### src/rtl/operand_fetch_stage.sv
// Operand fetch stage: reads both regfile ports, bypasses the writeback value,
// stalls RAW/WAW hazards via a pending-write scoreboard, and registers the D->X stage.
module operand_fetch_stage #(
  parameter int DATA_W = 32,
  parameter int ADDR_W = 5
) (
  input  logic              clk,
  input  logic              rst,
  input  logic              in_val,
  output logic              in_rdy,
  input  logic              in_ren0,
  input  logic              in_ren1,
  input  logic [ADDR_W-1:0] in_rs0,
  input  logic [ADDR_W-1:0] in_rs1,
  input  logic              in_wen,
  input  logic [ADDR_W-1:0] in_rd,
  output logic [ADDR_W-1:0] rf_raddr0,
  input  logic [DATA_W-1:0] rf_rdata0,
  output logic [ADDR_W-1:0] rf_raddr1,
  input  logic [DATA_W-1:0] rf_rdata1,
  input  logic              wb_wen,
  input  logic [ADDR_W-1:0] wb_waddr,
  input  logic [DATA_W-1:0] wb_wdata,
  output logic              out_val,
  input  logic              out_rdy,
  output logic [DATA_W-1:0] out_op0,
  output logic [DATA_W-1:0] out_op1,
  output logic              out_wen,
  output logic [ADDR_W-1:0] out_rd
);

  localparam int NREG = 1 << ADDR_W;

  function automatic logic [NREG-1:0] onehot(input logic [ADDR_W-1:0] a);
    logic [NREG-1:0] v;
    v    = '0;
    v[a] = 1'b1;
    return v;
  endfunction

  logic [NREG-1:0]   pending;
  logic [NREG-1:0]   pending_next;
  logic [NREG-1:0]   clr;
  logic [NREG-1:0]   set;
  logic              wbhit0, wbhit1, wbclr_rd;
  logic              raw0, raw1, waw, hazard;
  logic              issue, wen_next;
  logic [DATA_W-1:0] op0_p0, op1_p0;

  logic              vld_p1;
  logic [DATA_W-1:0] op0_p1, op1_p1;
  logic              wen_p1;
  logic [ADDR_W-1:0] rd_p1;

  assign rf_raddr0 = in_rs0;
  assign rf_raddr1 = in_rs1;

  // Stage p0: operand resolution, hazard detection, scoreboard update
  always_comb begin
    wbhit0   = wb_wen && (wb_waddr == in_rs0) && (in_rs0 != '0);
    wbhit1   = wb_wen && (wb_waddr == in_rs1) && (in_rs1 != '0);
    wbclr_rd = wb_wen && (wb_waddr == in_rd);

    op0_p0 = (in_rs0 == '0) ? '0 : (wbhit0 ? wb_wdata : rf_rdata0);
    op1_p0 = (in_rs1 == '0) ? '0 : (wbhit1 ? wb_wdata : rf_rdata1);

    raw0   = in_ren0 && (in_rs0 != '0) && pending[in_rs0] && !wbhit0;
    raw1   = in_ren1 && (in_rs1 != '0) && pending[in_rs1] && !wbhit1;
    waw    = in_wen && (in_rd != '0) && pending[in_rd] && !wbclr_rd;
    hazard = raw0 || raw1 || waw;

    in_rdy   = !hazard && (!vld_p1 || out_rdy);
    issue    = in_val && in_rdy;
    wen_next = in_wen && (in_rd != '0);

    clr = wb_wen ? onehot(wb_waddr) : '0;
    set = (issue && wen_next) ? onehot(in_rd) : '0;
    // Set is applied after clear so a same-cycle reissue keeps the bit; r0 never pends.
    pending_next = ((pending & ~clr) | set) & ~onehot('0);
  end

  // Stage p1: D->X pipeline register
  always_ff @(posedge clk) begin
    if (rst) begin
      pending <= '0;
      vld_p1  <= 1'b0;
      op0_p1  <= '0;
      op1_p1  <= '0;
      wen_p1  <= 1'b0;
      rd_p1   <= '0;
    end else begin
      pending <= pending_next;
      if (issue) begin
        vld_p1 <= 1'b1;
        op0_p1 <= op0_p0;
        op1_p1 <= op1_p0;
        wen_p1 <= wen_next;
        rd_p1  <= in_rd;
      end else if (out_rdy) begin
        vld_p1 <= 1'b0;
      end
    end
  end

  assign out_val = vld_p1;
  assign out_op0 = op0_p1;
  assign out_op1 = op1_p1;
  assign out_wen = wen_p1;
  assign out_rd  = rd_p1;

endmodule

### config.mk
export PLATFORM = sky130hd
export DESIGN_NAME = operand_fetch_stage
export DESIGN_NICKNAME = d
export VERILOG_FILES = /design/src/rtl/operand_fetch_stage.sv
export SDC_FILE = /design/constraint.sdc
export NUM_CORES = 1
export LEC_CHECK = 0
export CAP_MARGIN = 20
export CORE_ASPECT_RATIO = 0.7
export CORE_MARGIN = 3
export CORE_UTILIZATION = 28
export DETAILED_ROUTE_END_ITERATION = 8
export HOLD_SLACK_MARGIN = 0.05
export PLACE_DENSITY = 0.5
export SYNTH_ARGS = -nofsm -noshare
export SYNTH_HDL_FRONTEND = slang
export SYNTH_SLANG_ARGS = --single-unit
### constraint.sdc
create_clock -name clk -period 3.5 [get_ports clk]
set_input_delay 0.525 -clock clk [delete_from_list [all_inputs] [get_ports clk]]
set_output_delay 0.525 -clock clk [all_outputs]
set_load 0.005 [all_outputs]
==> summary.md, run 1 <==
| Metric | Value |
|---|---|
| Largest net degree at the start of global routing | `43` |
| CP Class | `in2out` |
| Nets | `985` |
| Vias/cell | `5.102` |
| F_max | `292.5 MHz` |
| Startpoint Class | `input pin` |
| Syn Inst Count | `660` |
| CTS H-tree lvls | `3` |
| YS warnings | `0` |
| Final setup TNS | `0 ns` |
| Die H | `130.7 um` |
| Layout area overhead | `46.05%` |
| Core ar. | `0.02125 mm^2` |
| Fill count | `2063` |
| CTS sink count | `102` |
| Initial antenna violation count | `1` |
| Max-Cap Viols | `0` |
| Setup Slack @ Placement | `-0.3218 ns` |
| Initial drt markers | `435` |
| First-pass GRT wire length | `34.13 mm` |
| Port Buffers | `205` |
| Final ANT Viol Nets | `0` |
| GPL Wtd Cong | `1.008` |
| Routed WL | `22.89 mm` |
| Syn_area_per_cell | `9.420 um^2` |
| CTS tree | `done` |
| Async SR Flop Fraction | `0` |
| Diode count | `0` |
| Worst skew pair latency | `0.35 ns` |
| Psw | `0.8055 mW` |
| Area of the multi-input gates | `0.003860 mm^2` |
| Top cell type's share of synthesized area | `0.3284` |
| Die Wd | `184.1 um` |
| Worst setup EP type | `output port` |
| Crit path DAT | `2.89 ns` |
| Main synth FF type | `dfxtp_1` |
| Pwr Density | `328.0 mW/mm^2` |
| Library cells used by synthesis | `48` |
| Hold Vio Cnt, Final | `0` |
| Register area | `0.002042 mm^2` |
| Sw frac | `0.2704` |
| Congestion Overflow GR | `0` |
| Number of flops mapped to enable cells by yosys | `0` |
| Commonest cells in the netlist | `102 x dfxtp_1, 75 x mux2i_1, 72 x nor2_1` |
| RSZ-0062 raised after global routing | `false` |
| Clk root buf | `clkbuf_16` |
| Bufs on Longest Clock Path | `2` |
| R2r startpoint | `pending[11]$_SDFF_PP0_` |
| DPL Wire Length | `17.25 mm` |
| Hold Path Class | `reg2reg` |
| Pre-Repair DR Iteration Count | `5` |
| Fin crit share | `0.9767` |
| IO Count | `206` |
| Slew Viols, Final | `0` |
| Int Power | `2.173 mW` |
| Final Cell Area | `0.009080 mm^2` |
| Synth area leader | `dfxtp_1` |
| Clock skew | `0.01043 ns` |
| Layout cells sized above 1 | `0.1963` |
| Num CTS Buffers | `9` |
| Rows | `44` |
| DRC errors left | `0` |
| Status | `completed` |
| Reg power frac | `0.422` |
| Initial Util | `0.2926` |
| Crit path from | `in_rd[2]` |
| LEAKAGE | `3.302 nW` |
| WL/cell | `20.04 um` |
| Worst VDD drop | `0.0002079 V` |
| Period minus WS final | `3.418 ns` |
| Via Count | `5826` |
| Area of the die | `0.02406 mm^2` |
| Post-route setup slack | `0.08161 ns` |
| Part of the Yosys area used for sequential elements | `0.3284` |
| Start point of the worst hold path | `out_rd[0]$_SDFFE_PP0P_` |
| Crit path max fanout | `10` |
| Least-Margin Pin Slew | `0.6082 ns` |
| Syn nets | `784` |
| CP required | `2.97 ns` |
| Final setup viols | `0` |
| Vias in the first global route | `5729` |
| Synth area leaders | `dfxtp_1 33%, mux2_2 12%, mux2i_1 12%` |
| Top-count cell post-synth | `dfxtp_1` |
| Clock Power Share | `0.324` |
| Slew HR | `0.5934` |
| Placed Area | `0.008726 mm^2` |
| Synthesis-stage register bit count | `102` |
| Mapped cell area | `0.006217 mm^2` |
| Reg clk slew, reported paths | `0.07 ns` |
| Combinational power share | `0.254` |
| Gr usage total | `0.1855` |
power groups by stage:
stage                     Combinational (mW)  Clock, mW  Sequential, mW
after global routing                   0.814       1.06            1.27
final                                  0.756      0.965            1.26
after CTS                              0.760       1.01            1.26
after detailed placement               0.750          0            1.28
after global placement                 0.744          0            1.28
after floorplan                        0.329          0            1.29
sequential cells by signal, summed over array words and instances (netlist names):
signal	cells
out_op0	32
out_rd	5
pending	31
out_wen	1
out_val	1
out_op1	32
kinds of logic after synthesis:
family / count (synthesis) / share of synthesized area
AND/OR/NAND/NOR: 238 / 0.1966
multiplexers: 161 / 0.3109
flip-flops: 102 / 0.3284
buffers and inverters: 73 / 0.05756
AO/OA/AOI/OAI: 71 / 0.08533
XOR/XNOR: 15 / 0.02113
path summary, 6_finish.rpt:
path / end / slack [ns] / cells after the start
worst max register to register: out_op0[22]$_SDFFE_PP0P_ / 0.83 / 9
worst min register to register: out_rd[0]$_SDFFE_PP0P_ / 0.47 / 2
worst max-delay path: in_rdy / 0.08 / 9
worst min-delay path: out_rd[0]$_SDFFE_PP0P_ / 0.47 / 2
metrics by stage:
stage	hold WS (ns)	total power [mW]	util	instances
2_1_floorplan	0.4511	1.616	-	660
6_report	0.4685	2.978	0.4273	1142
5_1_grt	0.4933	3.136	0.4273	1142
3_3_place_gp	0.4532	2.026	0.4106	1124
3_5_place_dp	0.4532	2.034	0.4106	1124
4_1_cts	0.4660	3.032	0.4268	1141
layer usage:
metal	global-route usage	wire length, um	vias to the layer above
li1	-	-	2743
met3	0.07692	2427	21
met4	0.03465	230	2
met2	0.2682	9496	268
met1	0.2610	10710	2792
met5	0	17	-
repair_timing:
action / in CTS / in global routing
gates cloned: 1 / 0
endpoints found under the setup margin: 1 / 1
gates resized for setup: 14 / 1
buffers inserted: 0 / 1
hold buffers: 0 / 0
pin swaps: 2 / 0
cell type report:
| class | count | share of cell area |
|---|---|---|
| Clock buffer | 11 | 0.02673 |
| Clock inverter | 5 | 0.004547 |
| Inverter | 6 | 0.002480 |
| Sequential cell | 102 | 0.2249 |
| Multi-Input combinational cell | 485 | 0.4251 |
| Tap cell | 276 | 0.03803 |
| Timing Repair Buffer | 257 | 0.2782 |
layout by cell type (no fill, tap or decap), types with 3 or more instances in the layout:
cell type / n
nand2_1: 36
mux2i_1: 75
buf_12: 5
inv_1: 5
xor2_1: 12
nor2_1: 72
nor2b_1: 68
mux4_2: 19
dfxtp_1: 102
xnor2_1: 3
dlygate4sd2_1: 5
o31ai_1: 31
a21oi_1: 5
or3b_2: 3
clkbuf_16: 9
nor3b_1: 5
nor3_1: 5
and3_1: 3
buf_4: 45
nand3b_1: 9
mux2_2: 67
o211ai_1: 16
clkdlybuf4s50_1: 197
nand3_1: 20
critical path, stage by stage:
cell	delay, ns
clkdlybuf4s50_1	0.49
buf_4	0.21
nor2_1	0.09
a32oi_2	0.21
o221ai_1	0.14
o31a_1	0.29
a41oi_2	0.21
and3_1	0.20
clkdlybuf4s50_1	0.52
No activity file was read; power rests on OpenSTA's default activity.
==> run 2, diff against run 1 <==
--- a/config.mk
+++ b/config.mk
@@ -15,3 +15,4 @@
 export SYNTH_ARGS = -nofsm -noshare
 export SYNTH_HDL_FRONTEND = slang
 export SYNTH_SLANG_ARGS = --single-unit
+export TNS_END_PERCENT = 1
==> results of run 2 <==
The final DEF is identical to that of run 1; final timing and power are the same.
